[config.mk]
export PLATFORM = sky130hd
export DESIGN_NAME = dmem_arbiter
export DESIGN_NICKNAME = d
export VERILOG_FILES = /design/src/rtl/dmem_arbiter.sv
export SDC_FILE = /design/constraint.sdc
export NUM_CORES = 1
export LEC_CHECK = 0
export ABC_AREA = 1
export ABC_CLOCK_PERIOD_IN_PS = 2500
export CAP_MARGIN = 10
export CORE_AREA = 8 8 111 113
export CTS_BUF_LIST = sky130_fd_sc_hd__clkbuf_8
export DETAILED_ROUTE_END_ITERATION = 12
export DIE_AREA = 0 0 119 121
export GPL_TIMING_DRIVEN = 0
export PLACE_DENSITY = 0.8
export SLEW_MARGIN = 15
export SYNTH_ARGS = -nofsm -noshare
export SYNTH_HDL_FRONTEND = slang
export SYNTH_SLANG_ARGS = --single-unit
[constraint.sdc]
create_clock -name clk -period 2.5 [get_ports clk]
set_clock_uncertainty 0.1 [all_clocks]
set_input_delay 0.5 -clock clk [delete_from_list [all_inputs] [get_ports clk]]
set_output_delay 0.5 -clock clk [all_outputs]
set_load 0.05 [all_outputs]
[src/rtl/dmem_arbiter.sv]
// Two-requester arbiter sharing a single-port data memory between the CPU MEM stage and a DMA/debug port.
// CPU wins by default; a starvation counter forces a DMA grant after STARVE_MAX lost contested cycles.
module dmem_arbiter #(
  parameter int ADDR_W     = 5,
  parameter int DATA_W     = 32,
  parameter int STARVE_MAX = 4
) (
  input  logic              clk,
  input  logic              rst_n,
  input  logic              cpu_req_i,
  input  logic              cpu_we_i,
  input  logic [31:0]       cpu_addr_i,
  input  logic [DATA_W-1:0] cpu_wdata_i,
  output logic [DATA_W-1:0] cpu_rdata_o,
  output logic              cpu_stall_o,
  input  logic              dma_req_i,
  input  logic              dma_we_i,
  input  logic [31:0]       dma_addr_i,
  input  logic [DATA_W-1:0] dma_wdata_i,
  output logic              dma_ack_o,
  output logic [DATA_W-1:0] dma_rdata_o,
  output logic              dma_rvalid_o,
  output logic [1:0]        gnt_state_o,
  output logic              mem_we_o,
  output logic [31:0]       mem_addr_o,
  output logic [DATA_W-1:0] mem_datain_o,
  input  logic [DATA_W-1:0] mem_dataout_i
);

  typedef enum logic [1:0] {
    GNT_IDLE = 2'd0,
    GNT_CPU  = 2'd1,
    GNT_DMA  = 2'd2
  } gnt_e;

  localparam logic [3:0] STARVE_LIM = 4'(STARVE_MAX);

  logic              cpu_grant;
  logic              dma_grant;
  logic              sel_we;
  logic [ADDR_W-1:0] sel_addr;
  logic [DATA_W-1:0] sel_wdata;

  logic [3:0]        starve_q, starve_d;
  gnt_e              gnt_q, gnt_d;
  logic [DATA_W-1:0] dma_rdata_q, dma_rdata_d;
  logic              dma_rvalid_q, dma_rvalid_d;

  // Address bits above ADDR_W are deliberately ignored (aliasing modulo 2^ADDR_W).
  logic              unused_addr_hi;
  assign unused_addr_hi = ^{cpu_addr_i[31:ADDR_W], dma_addr_i[31:ADDR_W]};

  assign dma_grant = dma_req_i & (~cpu_req_i | (starve_q == STARVE_LIM));
  assign cpu_grant = cpu_req_i & ~dma_grant;

  always_comb begin
    sel_we    = 1'b0;
    sel_addr  = '0;
    sel_wdata = '0;
    if (cpu_grant) begin
      sel_we    = cpu_we_i;
      sel_addr  = cpu_addr_i[ADDR_W-1:0];
      sel_wdata = cpu_wdata_i;
    end else if (dma_grant) begin
      sel_we    = dma_we_i;
      sel_addr  = dma_addr_i[ADDR_W-1:0];
      sel_wdata = dma_wdata_i;
    end
  end

  // Gating with rst_n keeps a reset that lands mid-access from committing a write.
  assign mem_we_o     = sel_we & rst_n;
  assign mem_addr_o   = {{(32-ADDR_W){1'b0}}, sel_addr};
  assign mem_datain_o = sel_wdata;

  assign cpu_rdata_o  = mem_dataout_i;
  assign cpu_stall_o  = cpu_req_i & ~cpu_grant;
  assign dma_ack_o    = dma_grant;
  assign dma_rdata_o  = dma_rdata_q;
  assign dma_rvalid_o = dma_rvalid_q;
  assign gnt_state_o  = gnt_q;

  always_comb begin
    starve_d     = starve_q;
    dma_rdata_d  = dma_rdata_q;
    dma_rvalid_d = 1'b0;
    gnt_d        = GNT_IDLE;

    if (dma_grant || !dma_req_i) begin
      starve_d = '0;
    end else if (starve_q < STARVE_LIM) begin
      starve_d = starve_q + 4'd1;
    end

    if (dma_grant && !dma_we_i) begin
      dma_rdata_d  = mem_dataout_i;
      dma_rvalid_d = 1'b1;
    end

    if (dma_grant) begin
      gnt_d = GNT_DMA;
    end else if (cpu_grant) begin
      gnt_d = GNT_CPU;
    end
  end

  always_ff @(posedge clk or negedge rst_n) begin
    if (!rst_n) begin
      starve_q     <= '0;
      gnt_q        <= GNT_IDLE;
      dma_rdata_q  <= '0;
      dma_rvalid_q <= 1'b0;
    end else begin
      starve_q     <= starve_d;
      gnt_q        <= gnt_d;
      dma_rdata_q  <= dma_rdata_d;
      dma_rvalid_q <= dma_rvalid_d;
    end
  end

endmodule
# Word-level counts from Yosys, hierarchy flattened
# Cells that the tools add are included.
[classes]
n_addsub = 1
n_lt_le_gt_ge = 1
eq_ne = 1
mux = 11
bitwise = 8
n_reduce_logical = 5
[ops]
columns = ["cell", "n"]
rows = [
  ["32-bit 2-to-1 mux", 2],
  ["5-bit 2-to-1 mux", 2],
  ["4-bit 2-to-1 mux", 2],
  ["4-bit by 1-bit adder with 4-bit output, second input constant", 1],
  ["1-bit AND", 4],
  ["4-bit by 3-bit equality test with 1-bit output, second input constant", 1],
  ["4-bit by 3-bit < comparator with 1-bit output, second input constant", 1],
  ["1-bit 2-to-1 mux", 4],
  ["1-bit NOT", 3],
  ["1-bit zero test", 2],
  ["2-bit 2-to-1 mux", 1],
  ["2-bit nonzero test", 1],
  ["1-bit logical AND", 1],
  ["1-bit logical OR", 1],
  ["1-bit bitwise OR", 1],
]
[word_totals]
register_bits = 39
inputBits = 166
elab_cells = 31

# Longest topological paths before layout
# Gate-level depths: netlist of run 1.
[logic_depth]
ltp_word = 7
depth_mapped = 10
mapped_depth_nobuf = 8

# Least setup slack after synthesis of run 1
# OpenSTA, ideal clock, no wires.
[synth_path]
kind = "reg-to-output"
start = "register starve_q[0]"
end = "output mem_datain_o[23]"
t_arrival_ns = 1.695
required_time_ns = 1.900
path_slack_ns = 0.205
stages_incl_launch_ff = 10
path_buffers = 1
path_cell_list = "dfrtp_1 inv_1 ha_1 nand3_2 nand2_4 nand2_2 inv_2 buf_2 nand2_1 nand2_1"
[synth_via]
elab_chain_len = 6
elab_cells_between_ends = 7
classes_between = "eq/ne (1); mux (2); bitwise (4)"
[synth_lines]
columns = ["element", "line", "text"]
rows = [
  ["from (decl)", "44", "logic [3:0] starve_q, starve_d;"],
  ["from (signal assigned)", "114", "starve_q <= starve_d;"],
  ["4-bit by 3-bit equality test with 1-bit output (*)", "53", "assign dma_grant = dma_req_i & (~cpu_req_i | (starve_q == STARVE_LIM));"],
  ["1-bit bitwise OR (*)", "53", ""],
  ["1-bit AND (*)", "53", ""],
  ["named net dma_ack_o", "20", "output logic dma_ack_o,"],
  ["1-bit NOT", "54", "assign cpu_grant = cpu_req_i & ~dma_grant;"],
  ["1-bit AND", "54", ""],
  ["32-bit 2-to-1 mux (*)", "60", "if (cpu_grant) begin"],
  ["to (decl)", "26", "output logic [DATA_W-1:0] mem_datain_o,"],
]
# Mark *: on every way through the listed nets, which the timed path passes. The rest lies on a longest branch.

# Final worst setup path of run 1
[layout_path]
start = "input mem_dataout_i[28]"
end = "output cpu_rdata_o[28]"
[layout_rtl]
columns = ["element", "line", "text"]
rows = [
  ["from (decl)", "27", "input logic [DATA_W-1:0] mem_dataout_i"],
  ["to (decl)", "14", "output logic [DATA_W-1:0] cpu_rdata_o,"],
]
# No word-level cell between the ends.

==> results of run 1 <==
cells in the final DEF, fill, tap and decap left out, types with 2 or more instances in the layout:
cell type	Yosys	layout
nand2_1	140	137
nand2_2	1	3
dlymetal6s2s_1	0	15
buf_1	3	3
inv_1	5	4
clkbuf_1	6	6
clkdlybuf4s50_1	0	144
inv_2	2	3
dlygate4sd2_1	0	16
a21oi_1	3	3
nand4_1	32	32
nand3_1	38	38
buf_8	0	2
conb_1	1	27
clkbuf_8	0	5
buf_6	3	20
nand2_4	1	2
dfrtp_1	39	39
buf_4	61	80
buf_2	12	18
nor2_1	9	9
through the flow:
step           cell area, um^2   TNS, ns  util [%]  hold WS (ns)
6_report                  5280         0      49.8        0.0717
5_1_grt                   5280  -0.00960      49.8         0.104
4_1_cts                   5150         0      48.6        0.0714
3_5_place_dp              5090    -13.54      48.0         0.358
3_3_place_gp              5070    -17.57      47.8         0.354
2_1_floorplan             2730         0         -         0.104
flip-flops by register name, indices dropped and copies added, names as in the netlist:
signal and cells:
dma_rdata_o 32, gnt_state_o 2, dma_rvalid_o 1, starve_q 4
synth_stat cells, drive strengths merged:
cell type / count / area share [%]
ha: 2 / 0.95
inv: 7 / 1.0
nor2: 9 / 1.3
nand3: 40 / 8.0
nand2: 142 / 21
nand4: 32 / 7.6
xor2: 1 / 0.33
a21oi: 3 / 0.57
clkinv: 1 / 0.14
dfrtp: 39 / 37
clkbuf: 6 / 0.86
buf: 79 / 21
conb: 1 / 0.14
final cells by class:
type / instances / share of cell area, %
clock buffers: 5 / 1.30
clock inverters: 3 / 0.308
plain buffers: 85 / 11.3
repair buffers: 223 / 42.4
multi-input cells: 256 / 22.2
inverters: 8 / 0.617
well taps: 140 / 3.32
flip-flops and latches: 39 / 18.5
kinds of logic (layout without fill, tap and decap cells):
family / after synthesis / after routing / synth area share, %
compound gates: 3 / 3 / 0.570
xor+xnor: 1 / 1 / 0.333
fa+ha+maj: 2 / 2 / 0.951
buf+inv: 93 / 324 / 23.4
flops: 39 / 39 / 37.1
other cells: 1 / 27 / 0.143
simple gates: 223 / 223 / 37.5
repair_timing:
action / in CTS / in global routing
pin swaps: 1 / 2
cloned: 2 / 0
gates resized for setup: 259 / 39
setup endpoints to repair: 56 / 53
setup buffers: 2 / 2
endpoints found under the hold margin: 0 / 0
power breakdown:
| part | switching (uW) | internal (uW) |
|---|---|---|
| clock network | 216 | 191 |
| logic | 971 | 551 |
| registers | 46.1 | 717 |
| total | 1230 | 1460 |
worst max path at each step:
stage,endpoint,slack [ns]
after floorplan,mem_datain_o[23],0.21
after global placement,mem_we_o,-1.49
after detailed placement,mem_we_o,-0.46
after CTS,cpu_rdata_o[23],0.0005
after global routing,mem_datain_o[0],-0.01
final,cpu_rdata_o[28],0.02
metal layers:
metal	wire, um	GRT usage, %	up-vias
met4	133	3.08	0
met5	0	0	-
met2	6530	31.4	153
met3	1190	7.03	9
li1	-	-	1593
met1	4240	15.1	1448
==> run summary, run 1 <==
Port buffer count = 216
Tcrit/Tclk final = 99.2%
Overall Power = 2690 uW
Worst-skew pair later-pin latency = 0.29 ns
Num CTS Buffers = 5
Slew @ Worst Pin = 0.543 ns
CP Class = in2out
Reg area = 976 um^2
Worst Path Arrival = 1.88 ns
Max incr delay on CP = 0.79 ns
Period minus WS final = 2.48 ns
Post-Route WL = 12100 um
Placed cells = 745
DR pass1 iterations = 4
Share of cells above drive strength 1 = 23.1%
HP Class = in2async
FILL cells = 1045
CP dominant cell by count = clkdlybuf4s50_1
Crit-path cells = clkdlybuf4s50_1, buf_4, clkdlybuf4s50_1
Sink Count = 39
Static Leakage = 0.00280 uW
Initial antenna violation count = 0
FMAX = 0.403 GHz
Vias = 3203
Power per cell area = 510 mW/mm^2
Die area = 0.0144 mm^2
Slew Viols, Final = 0
Grt total ovfl = 0
Final ANT Viol Nets = 0
Status = finished, final reports clean
Gp weighted congestion = 0.866
Max IR drop VDD = 230 uV
Initial Utilization = 24.8%
Multi-input gate area = 0.00117 mm^2
GRT Overall Usage = 16.0%
Htree depth = 2
Clock slew at reported path FFs = 0.08 ns
Max cap viols = 0
First-pass GRT wire length = 18500 um
Yosys cell types = 20
Crit path max-delay family = buffers and inverters
Post-route DRC = 0
Dpl ws = -0.464 ns
WL per Instance = 15.9 um
Vias in the first global route = 3374
Mapped Area = 0.00263 mm^2
Worst r2r src = starve_q[0]
CP Max Fanout = 2
Ant diodes = 0
Cts hold-fix bufs = 0
Post-DP HPWL = 10100 um
Setup WS post-layout = 0.0211 ns
Stages on worst setup path = 3
Element type at the critical path end = output port
Pin count of the biggest net entering global routing = 22
Rel. slew slack = 63.7%
Rows = 38
Core area = 0.0106 mm^2
Die Y = 121 um
Total number of yosys warnings = 0
Root Driver = clkbuf_8
Drt first-iter violations = 143
Worst R2R Setup Slack = 0.86 ns
Crit. Startpoint = mem_dataout_i[28]
Worst Path Required = 1.90 ns
Syn_area_per_cell = 7.27 um^2
Crit path launch type = primary input
Synth Instances = 362
Final Hold Fails = 0
Clock buffer depth = 2
CP bufs+invs = 3
Crit-path slowest cell = clkdlybuf4s50_1
Avg Vias per Cell = 4.22
# setup viols final = 0
I/O pins = 300
Finished Layout Cells = 759
Die width = 119 um
RR Endpoint = dma_rdata_o[0]
Final #Nets = 786
Seq cells post-synth = 39
CTS tree = done
Reg2reg path depth = 9
Area growth syn-to-layout = 100%
Sequential-to-total area share from yosys stat = 37.1%
Power figures use the tool's default switching activity.
==> run 2, diff against run 1 <==
ABC_AREA = unset   (was 1)
CORE_AREA = 8 8 109 111   (was 8 8 111 113)
DIE_AREA = 0 0 117 119   (was 0 0 119 121)
PLACE_DENSITY = 0.82   (was 0.8)
REMOVE_ABC_BUFFERS = 1   (was unset)
==> run 2 against run 1 <==
  * Count of clock-buffer cells in the layout increased by 1
  * Synthesized cell count decreased by 21%
  * Global-route usage is 0.37 points lower
==> run summary, run 2 <==
Status = finished, final reports clean
Vias = 2631 (-18%)
Met2 Use GR = 27.5% (-3.9 points)
Async SR Flop Fraction = 100% (unchanged)
Top-area cell type share of the netlist area = 38.3% (+1.2 points)
CP Max Fanout = 2 (unchanged)
Max incr delay on CP = 0.84 ns (+0.05 ns)
Commonest cells post-synth = 59 x buf_4, 42 x inv_1, 41 x o21ai_0
Number of synthesized flops with an enable pin = 0 (unchanged)
I/O pins = 300 (unchanged)
Root Driver = clkbuf_8
Initial antenna violation count = 0 (unchanged)
Yosys cell types = 22 (+10%)
Vias in the first global route = 2836 (-16%)
Drt first-iter violations = 62 (-57%)
Reg2reg path depth = 6 (-3)
Worst R2R Setup Slack = 0.12 ns (-0.74 ns)
Sequential-to-total area share from yosys stat = 38.3% (+1.2 points)
Unrepaired setup endpoints after global routing = true
RR Endpoint = dma_rdata_o[0]
Max IR drop VDD = 278 uV (+21%)
Synth Instances = 287 (-21%)
Synth top area cells = dfrtp_1 38%, buf_4 17%, mux2_2 14%
Rows = 37 (-2.6%)
HP Class = in2async
Final #Nets = 647 (-18%)
Reg area = 977 um^2 (+0.13%)
Gp weighted congestion = 0.811 (-6.4%)
Grt total ovfl = 0 (unchanged)
Crit-path slowest cell = clkdlybuf4s50_1
Final ANT Viol Nets = 0 (unchanged)
Largest register FFs = 32 (unchanged)
Core area = 0.0101 mm^2 (-4.8%)
Final Hold Fails = 0 (unchanged)
Setup WS post-layout = 0.0442 ns (+0.0231 ns)
Worst r2r src = starve_q[0]
Seq cells post-synth = 39 (unchanged)
Worst-skew pair later-pin latency = 0.28 ns (about the same)
DR pass1 iterations = 4 (unchanged)
CP dominant cell by count = clkdlybuf4s50_1
Global route hottest layer = met2
Slew @ Worst Pin = 0.628 ns (+0.0847 ns)
Avg Vias per Cell = 4.27 (+1.2%)
Element type at the critical path end = output port
Multi-input gate area = 0.00123 mm^2 (+5.1%)
Port buffer count = 218 (+0.93%)
FMAX = 0.407 GHz (+0.94%)
Post-layout util = 47.8% (-2.0 points)
Power per cell area = 593 mW/mm^2 (+16%)
WL per Instance = 18.5 um (+16%)
CTS tree = done
Met3 GRT Util = 7.38% (+0.35 points)
CP bufs+invs = 2 (-1)
Commonest non-fill, non-tap cell in the layout = clkdlybuf4s50_1
Die Y = 119 um (-1.7%)
FILL cells = 959 (-8.2%)
Area growth syn-to-layout = 89.1%
CP Class = in2out
Share of cells above drive strength 1 = 24.4% (+1.3 points)
Sink Count = 39 (unchanged)
Initial Utilization = 25.3% (+0.45 points)
Worst Path Arrival = 1.86 ns (-0.02 ns)
Num CTS Buffers = 5 (unchanged)
Worst Path Required = 1.90 ns (about the same)
Most common cell in the netlist = buf_4
Syn_area_per_cell = 8.88 um^2 (+22%)
Tcrit/Tclk final = 98.2% (-0.92 points)
Top_reg_cell synth = dfrtp_1
Post-DP HPWL = 8510 um (-16%)
Static Leakage = 0.00221 uW (-21%)
Cts hold-fix bufs = 0 (unchanged)
Crit. Startpoint = mem_dataout_i[0]
Slew Viols, Final = 0 (unchanged)
CP endpoint = cpu_rdata_o[0]
Post-route DRC = 0 (unchanged)
Crit path max-delay family = buffers and inverters
Stages on worst setup path = 2 (-1)
Crit path launch type = primary input
Die area = 0.0139 mm^2 (-3.3%)
Pin count of the biggest net entering global routing = 43 (+95%)
First-pass GRT wire length = 16700 um (-9.9%)
Post-Route WL = 11400 um (-5.6%)
# setup viols final = 0 (unchanged)
Crit-path cells = clkdlybuf4s50_1, clkdlybuf4s50_1
Die width = 117 um (-1.7%)
Clock slew at reported path FFs = 0.07 ns (about the same)
Mapped Area = 0.00255 mm^2 (-3.1%)
Grt met1 use = 16.3% (+1.2 points)
Dpl ws = -2.26 ns (-1.80 ns)
Clock buffer depth = 2 (unchanged)
Period minus WS final = 2.46 ns (-0.0231 ns)
Overall Power = 2860 uW (+6.1%)
Htree depth = 2 (unchanged)
Total number of yosys warnings = 0 (unchanged)
Most frequent cells in the layout = 175 x clkdlybuf4s50_1, 41 x inv_1, 38 x dfrtp_1
Ant diodes = 0 (unchanged)
Max cap viols = 0 (unchanged)
Area leader, netlist = dfrtp_1
GRT Overall Usage = 15.7% (-0.37 points)
Rel. slew slack = 58.0% (-5.6 points)
[run 2: cell types whose count changed in the layout (fill, tap and decap cells not counted), sizes merged, moves of 8 or more]
| cell | previous run | this run |
|---|---|---|
| dlygate4sd2 | 16 | 0 |
| and2 | 0 | 8 |
| dlymetal6s2s | 15 | 0 |
| buf | 125 | 45 |
| mux2 | 0 | 32 |
| nand4 | 32 | 1 |
| clkdlybuf4s50 | 144 | 175 |
| o21ai | 0 | 41 |
| nand2 | 142 | 5 |
| inv | 8 | 42 |
[run 2: cells by family (layout without fill, tap and decap cells)]
kind of cell | count (synthesis) | count (layout) | synth area share [%]
AND/OR/NAND/NOR | 51 | 62 | 10.3
other | 1 | 27 | 0.147
AO/OA/AOI/OAI | 45 | 46 | 9.27
adder cells (fa/ha/maj) | 2 | 2 | 0.981
buffers and inverters | 117 | 272 | 26.9
multiplexers | 32 | 32 | 14.1
flip-flops | 39 | 39 | 38.3
[run 2: area by class of cell]
| cell class | count | share of cell area (%) |
|---|---|---|
| timing repair buffer | 222 | 45.0 |
| clock buffer | 6 | 1.71 |
| multi-input combinational | 169 | 25.5 |
| clock inverter | 2 | 0.727 |
| tap | 136 | 3.53 |
| sequential | 39 | 20.3 |
| inverter | 42 | 3.27 |
[run 2: how the worst min path moves through the flow]
stage / startpoint / to / slack (ns) / cells after the start
floorplan: rst_n / dma_rdata_o[0] / 0.10 / 0
global route: rst_n / dma_rdata_o[23] / 0.02 / 1
detailed placement: rst_n / dma_rdata_o[23] / 0.33 / 1
finish: rst_n / dma_rvalid_o / 0.02 / 1
global placement: dma_rdata_o[25] / dma_rdata_o[25] / 0.39 / 1
CTS: rst_n / dma_rvalid_o / 0.003 / 1
[run 2: metal layers]
metal / wire length (um) / vias to the layer above / share of wire (%)
met1: 4240 / 1195 / 37
met3: 1600 / 7 / 14
met2: 5480 / 175 / 48
met5: 0 / - / 0
li1: - / 1254 / -
met4: 104 / 0 / 0.91
[run 2: power by group]
part	internal, uW	switching (uW)
Clock	323	206
Combinational	558	987
Sequential	735	49.1
Total	1610	1240
[run 2: repair_timing]
| item | 4_1_cts | 5_1_grt |
|---|---|---|
| cloned | 12 | 0 |
| pin swaps | 7 | 4 |
| setup buffers | 1 | 2 |
| resized for setup | 325 | 35 |
| endpoints found under the setup margin | 75 | 39 |
[run 2: stage by stage]
stage,area [um^2],hold WS (ns),setup TNS (ns),std cells
floorplan,2120,0.104,-50.54,238
global placement,4470,0.390,-126.74,592
detailed placement,4480,0.327,-129.66,593
CTS,4710,0.00324,0,614
global route,4820,0.0210,-0.225,616
finish,4820,0.0189,0,616
